### src/rtl/data_memory_unit.sv
// Data memory stage: register-array storage with a registered read path
// (write-through forwarding) and a one-location-per-cycle hardware clear sweep.
module data_memory_unit #(
  parameter int DATA_WIDTH = 8,
  parameter int ADDR_WIDTH = 4,
  parameter int DEPTH      = 16
) (
  input  logic                  clk,
  input  logic                  rst_n,
  input  logic                  mem_write,
  input  logic                  mem_read,
  input  logic                  clear_req,
  input  logic [ADDR_WIDTH-1:0] mem_access_addr,
  input  logic [DATA_WIDTH-1:0] write_data,
  output logic [DATA_WIDTH-1:0] read_data,
  output logic                  read_valid,
  output logic                  busy,
  output logic                  clear_done
);

  typedef enum logic {
    IDLE,
    CLEAR
  } state_t;

  localparam logic [ADDR_WIDTH-1:0] LAST_ADDR = ADDR_WIDTH'(DEPTH - 1);

  state_t                  state, next_state;
  logic [ADDR_WIDTH-1:0]   counter;
  logic [DATA_WIDTH-1:0]   mem [DEPTH];
  logic                    sweep_last;
  logic                    start_clear;
  logic                    do_write;
  logic                    do_read;

  assign sweep_last = (counter == LAST_ADDR);

  // NOTE: every signal gets a default before the case so no path can leave one
  // unassigned, which would otherwise infer a latch.
  always_comb begin
    next_state  = state;
    start_clear = 1'b0;
    do_write    = 1'b0;
    do_read     = 1'b0;
    case (state)
      IDLE: begin
        if (clear_req) begin
          next_state  = CLEAR;
          start_clear = 1'b1;
        end else begin
          do_write = mem_write;
          do_read  = mem_read;
        end
      end
      CLEAR: begin
        if (sweep_last) next_state = IDLE;
      end
      default: next_state = IDLE;
    endcase
  end

  // NOTE: sequential state uses non-blocking assignments so every register
  // samples pre-edge values regardless of statement order.
  always_ff @(posedge clk or negedge rst_n) begin
    if (!rst_n) state <= IDLE;
    else        state <= next_state;
  end

  always_ff @(posedge clk or negedge rst_n) begin
    if (!rst_n) begin
      counter    <= '0;
      busy       <= 1'b0;
      clear_done <= 1'b0;
      read_valid <= 1'b0;
      read_data  <= '0;
    end else begin
      if (start_clear)          counter <= '0;
      else if (state == CLEAR)  counter <= counter + ADDR_WIDTH'(1);
      busy       <= (next_state == CLEAR);
      clear_done <= (state == CLEAR) && sweep_last;
      read_valid <= do_read;
      if (do_read) begin
        // Same-address write in the same cycle is forwarded to the read port.
        if (do_write && (mem_access_addr == mem_access_addr)) begin
          read_data <= write_data;
        end else begin
          read_data <= mem[mem_access_addr];
        end
      end
    end
  end

  // NOTE: the array is reset explicitly because unwritten locations must read
  // as zero; this keeps it in flops rather than an inferred RAM macro.
  always_ff @(posedge clk or negedge rst_n) begin
    if (!rst_n) begin
      for (int i = 0; i < DEPTH; i++) mem[i] <= '0;
    end else if (state == CLEAR) begin
      mem[counter] <= '0;
    end else if (do_write) begin
      mem[mem_access_addr] <= write_data;
    end
  end

endmodule

### config.mk
export PLATFORM = sky130hd
export DESIGN_NAME = data_memory_unit
export DESIGN_NICKNAME = d
export VERILOG_FILES = /design/src/rtl/data_memory_unit.sv
export SDC_FILE = /design/constraint.sdc
export NUM_CORES = 1
export LEC_CHECK = 0
export CORE_MARGIN = 10
export CORE_UTILIZATION = 30
export DETAILED_ROUTE_END_ITERATION = 10
export PLACE_DENSITY_LB_ADDON = 0.12
export REMOVE_ABC_BUFFERS = 1
export SLEW_MARGIN = 40
export SYNTH_ARGS = -nofsm -noshare
export SYNTH_HDL_FRONTEND = slang
export SYNTH_SLANG_ARGS = --single-unit
### constraint.sdc
create_clock -name clk -period 2.01 [get_ports clk]
set_input_delay 0.603 -clock clk [delete_from_list [all_inputs] [get_ports clk]]
set_output_delay 0.603 -clock clk [all_outputs]
set_load 0.1 [all_outputs]
## Yosys cells after proc, flatten, opt, wreduce, memory -nomap -nowiden

Index checks and enable logic that the tools add are counted.

- Output and inout port bits: 11
- Input bits: 17
- Register bits: 143

- Bitwise operators: 5
- Multiplexer cells: 21
- Add/subtract/negate cells: 1
- Equal/unequal tests: 1
- Reductions and logical operators: 5
- Magnitude comparators: 4

Operators by type and width:

| operator | number |
|---|---|
| 128-bit 2-to-1 mux | 2 |
| 128-bit AND | 1 |
| 128-bit bitwise mux | 1 |
| 128-bit inverter | 1 |
| 8-bit demux with 4-bit select | 2 |
| 8-bit 2-to-1 mux | 5 |
| 8-bit binary-select mux with 4-bit select | 1 |
| 5-bit greater-or-equal comparator, second input constant | 2 |
| 5-bit by 1-bit less-than comparator with 1-bit output, second input constant | 2 |
| 4-bit inverter with 5-bit output | 2 |
| 4-bit 2-to-1 mux | 2 |
| 1-bit 2-to-1 mux | 7 |
| 4-bit by 1-bit adder with 4-bit output, second input constant | 1 |
| 4-bit equality test, second input constant | 1 |
| 2-bit nonzero test | 2 |
| 1-bit logical AND | 3 |
| 1-bit case mux with 2 select lines | 1 |
| 1-bit inverter | 1 |

## Logic depth before layout (Yosys ltp)

- Depth in word-level cells: 8
- Gate-level depth with buffers: 7
- Gate-level depth less buffers: 6

## Worst setup path before layout

No wires, ideal clock.

- Path kind: reg-to-reg
- Start: reg busy (netlist name)
- End: reg mem[120] (netlist bit)
- Cell stages (with the launch flop): 6
- Setup time: 121 ps
- Arrival: 2192 ps
- Clock period less this slack: 2313 ps
- Data required time: 1889 ps
- Slack: -303 ps
- Cells stage by stage: dfrtp_1 or4b_1 buf_6 nor4_4 a21oi_2 a22o_1

RTL lines:

| item | RTL line | text |
|---|---|---|
| to (signal, indexed assignment) | 101 | `mem[mem_access_addr] <= write_data;` |
| to (decl) | 30 | `logic [DATA_WIDTH-1:0] mem [DEPTH];` |

## Final worst setup path

- Start: in mem_access_addr[0]
- End: reg read_data[6]

- Longest elaborated chain between the ends: 5

RTL lines:

| item | RTL line | text |
|---|---|---|
| from (decl) | 13 | `input logic [ADDR_WIDTH-1:0] mem_access_addr,` |
| 4-bit inverter with 5-bit output (not written as such) | 87 | `read_data <= mem[mem_access_addr];` |
| 8-bit binary-select mux with 4-bit select | 87 |  |
| 8-bit 2-to-1 mux (not written as such) (2 in a row) | 87 |  |
| 8-bit 2-to-1 mux | 84 | `if (do_write && (mem_access_addr == mem_access_addr)) begin` |
| to (signal assigned) | 85 | `read_data <= write_data;` |
| to (signal assigned) | 87 |  |
| to (decl) | 15 | `output logic [DATA_WIDTH-1:0] read_data,` |

No other way between the ends. The select of a mux whose other input is x is not followed.
A chain may end at the register's enable or synchronous reset.

==> run_results.csv <==
group,metric,value,unit
clocking,ctsLongestPathBuffers,2,
power_and_ir_drop,p_int,6020,uW
finish,final_common_cell,"dfrtp_1",
placed_design,dp_slack,-0.557,ns
clocking,cts_setup_buffers,0,
critical_path,ff2ff_setup_slack,0.15,ns
routing,drc_errors,0,
critical_path,worstSetupPathType,"input pin to flip-flop",
timing,fin_crit_sh,95.9,%
power_and_ir_drop,power_frac_clock,34.3,%
routing,drt_wl_total,19700,um
timing,worst_slack,0.0823,ns
power_and_ir_drop,p_comb_share,26.7,%
synthesis,synth_top_family_by_area,"compound AO/OA/AOI/OAI gates",
global_routing,first_global_vias,4695,
synthesis,synth_xor_area_share,0.266,%
synthesis,synth-simple-area-share,7.10,%
critical_path,setup.worst_path.start,"mem_access_addr[0]",
timing,relSlewSlack,59.6,%
clocking,h-tree-depth,4,
clocking,cts_buffers,17,
power_and_ir_drop,p_leak,0.00384,uW
timing,worst_pin_slew,0.603,ns
timing,final_hold_viol_count,0,
critical_path,crit_arrival,2.23,ns
die,pin_count,28,
synthesis,synthTopCellsByArea,"dfrtp_1 (54%), a22o_1 (16%), mux4_2 (11%)",
routing,vias,4522,
routing,drt_first_iter_violations,369,
synthesis,synth_seq_area_share,54.4,%
power_and_ir_drop,switchingPower,2920,uW
die,die_area,28200,um2
die,chipWidth,168,um
global_routing,grt_pass1_wl,30400,um
power_and_ir_drop,switching_share,32.7,%
outcome,outcome,"finished, final reports clean",
global_routing,grt_max_degree,45,
global_routing,antenna_found_initial,0,
power_and_ir_drop,pwr-share-seq,39.0,%
synthesis,synth_ff_type,"dfrtp_1",
routing,wl_per_cell,23.5,um
job,drv_cap,0,
synthesis,synth_area,6580,um2
clocking,cts_tree,"built",
synthesis,ys_warn_count,0,
synthesis,synth-edff-count,0,
finish,final_nets,569,
timing,period_needed,1.93,ns
critical_path,worst_setup_path_end_kind,"flip-flop",
clocking,numClockSinks,143,
clocking,clockRootBuffer,"clkbuf_16",
finish,layout_common_cells,"dfrtp_1 (143), a22o_1 (122), buf_4 (57)",
routing,postRouteAntennaNets,0,
placed_design,dpl.hpwl,13200,um
finish,fill_cells,2018,
power_and_ir_drop,ir_drop,0.517,mV
timing,rsz0062_at_grt,"false",
power_and_ir_drop,powerDensity,1060,nW/um2
timing,whs,0.107,ns
die,fp.dieH,168,um
synthesis,synth-compound-area-share,22.6,%
synthesis,syn-instance-count,463,
global_routing,track_usage,14.0,%
placed_design,gp_congestion,0.788,
finish,n_antenna_cell,0,
placed_design,io_buffers,27,
synthesis,synth_top_area_share,54.4,%
synthesis,syn_area_per_cell,14.2,um2
critical_path,r2r_start,"busy$_DFF_PN0_",
synthesis,muxShareOfSynthArea,11.5,%
critical_path,crit_fanout,8,
synthesis,synth_cell_types,38,
die,rows,54,
die,initial_core_util,30.3,%
finish,drive_above_1_share,33.7,%
timing,drv_slew,0,
routing,drt_pass1_iterations,5,
global_routing,grt-ovfl-total,0,
critical_path,required,2.31,ns
synthesis,synthArstFlopShare,100,%
timing,finalSetupViolations,0,
synthesis,synthAdderAreaFrac,1.14,%
timing,clock.fmax,519,MHz
clocking,cts.reportedPaths.clkPinSlew,0.06,ns
critical_path,crit_path_start_kind,"input pin",
synthesis,synth_seq_cells,143,
min_path,hp-class,"input pin to asynchronous set/reset pin",
die,fp.coreArea,21700,um2
finish,syn_to_final_growth,28.8,%
synthesis,synth_area_leader_cell,"dfrtp_1",
timing,worst_clock_skew,0.00804,ns
routing,drt-vias-per-instance,5.40,
clocking,insertion_delay,0.42,ns
metrics by stage:
stage,util (%),TNS [ns],power [uW],cell area [um2],std cells
after floorplan,-,-80.18,4790,6390,427
after global placement,36.2,-67.44,5850,7850,807
after detailed placement,36.2,-68.25,5870,7850,807
after CTS,38.9,0,8990,8450,838
after global routing,39.1,0,9330,8470,838
final,39.1,0,8940,8470,838
Yosys cell counts (all sizes together), types with 4 or more instances:
master,number
mux4,33
a21oi,30
a22oi,14
dfrtp,143
nor3,12
clkbuf,17
nor4,4
buf,19
a22o,122
inv,5
o21ai,9
a221o,7
nand2,8
nor2,16
ha,6
logic make-up after synthesis:
family	count (synthesis)
compound gates	183
xor+xnor	2
fa+ha+maj	6
buf+inv	41
flops	143
mux	34
simple gates	54
worst paths after layout:
check                                            to  cells past startpoint
setup / recovery           read_data[6]$_DFFE_PN0P_                      6
hold / removal                  mem[46]$_DFFE_PN0P_                      1
setup reg to reg                mem[59]$_DFFE_PN0P_                      5
hold reg to reg                 mem[38]$_DFFE_PN0P_                      1
max in group asynchronous      mem[100]$_DFFE_PN0P_                      2
min in group clk                mem[38]$_DFFE_PN0P_                      1
power by group through the flow:
stage	Clock [uW]	Sequential, uW	Combinational [uW]
final	3070	3480	2390
after global routing	3250	3530	2560
after floorplan	0	3820	973
after CTS	3130	3480	2370
after global placement	0	3530	2320
after detailed placement	0	3520	2350
repair_timing:
item / CTS / global route
pin swaps: 1 / 1
endpoints found under the setup margin: 133 / 19
hold buffers: 0 / 0
gates resized for setup: 8 / 4
critical path, stage by stage:
cell	delay, ns
buf_2	0.18
buf_12	0.16
mux4_2	0.55
a22oi_1	0.35
a21oi_1	0.12
a221o_1	0.26
area by class of cell:
class | instances | area [um2] | area share [%]
Sequential cell | 143 | 3580 | 42.2
Inverter | 5 | 18.8 | 0.221
Timing Repair Buffer | 100 | 1110 | 13.1
Multi-Input combinational cell | 279 | 2840 | 33.5
Tap cell | 280 | 350 | 4.13
Clock inverter | 8 | 78.8 | 0.930
Clock buffer | 23 | 498 | 5.88
metal layers:
| layer | global-route usage, % | vias up | share of wire (%) | wire length, um |
|---|---|---|---|---|
| met5 | 0 | - | 0 | 0 |
| met2 | 20.8 | 125 | 46 | 9120 |
| li1 | - | 2020 | - | - |
| met4 | 4.66 | 0 | 1.7 | 329 |
| met1 | 20.1 | 2360 | 47 | 9280 |
| met3 | 2.61 | 17 | 4.8 | 940 |
sequential cells by signal, indices dropped and copies added, names as in the netlist:
| signal | count |
|---|---|
| clear_done | 1 |
| mem | 128 |
| counter | 4 |
| read_data | 8 |
| read_valid | 1 |
| busy | 1 |
Power figures use the tool's default switching activity.
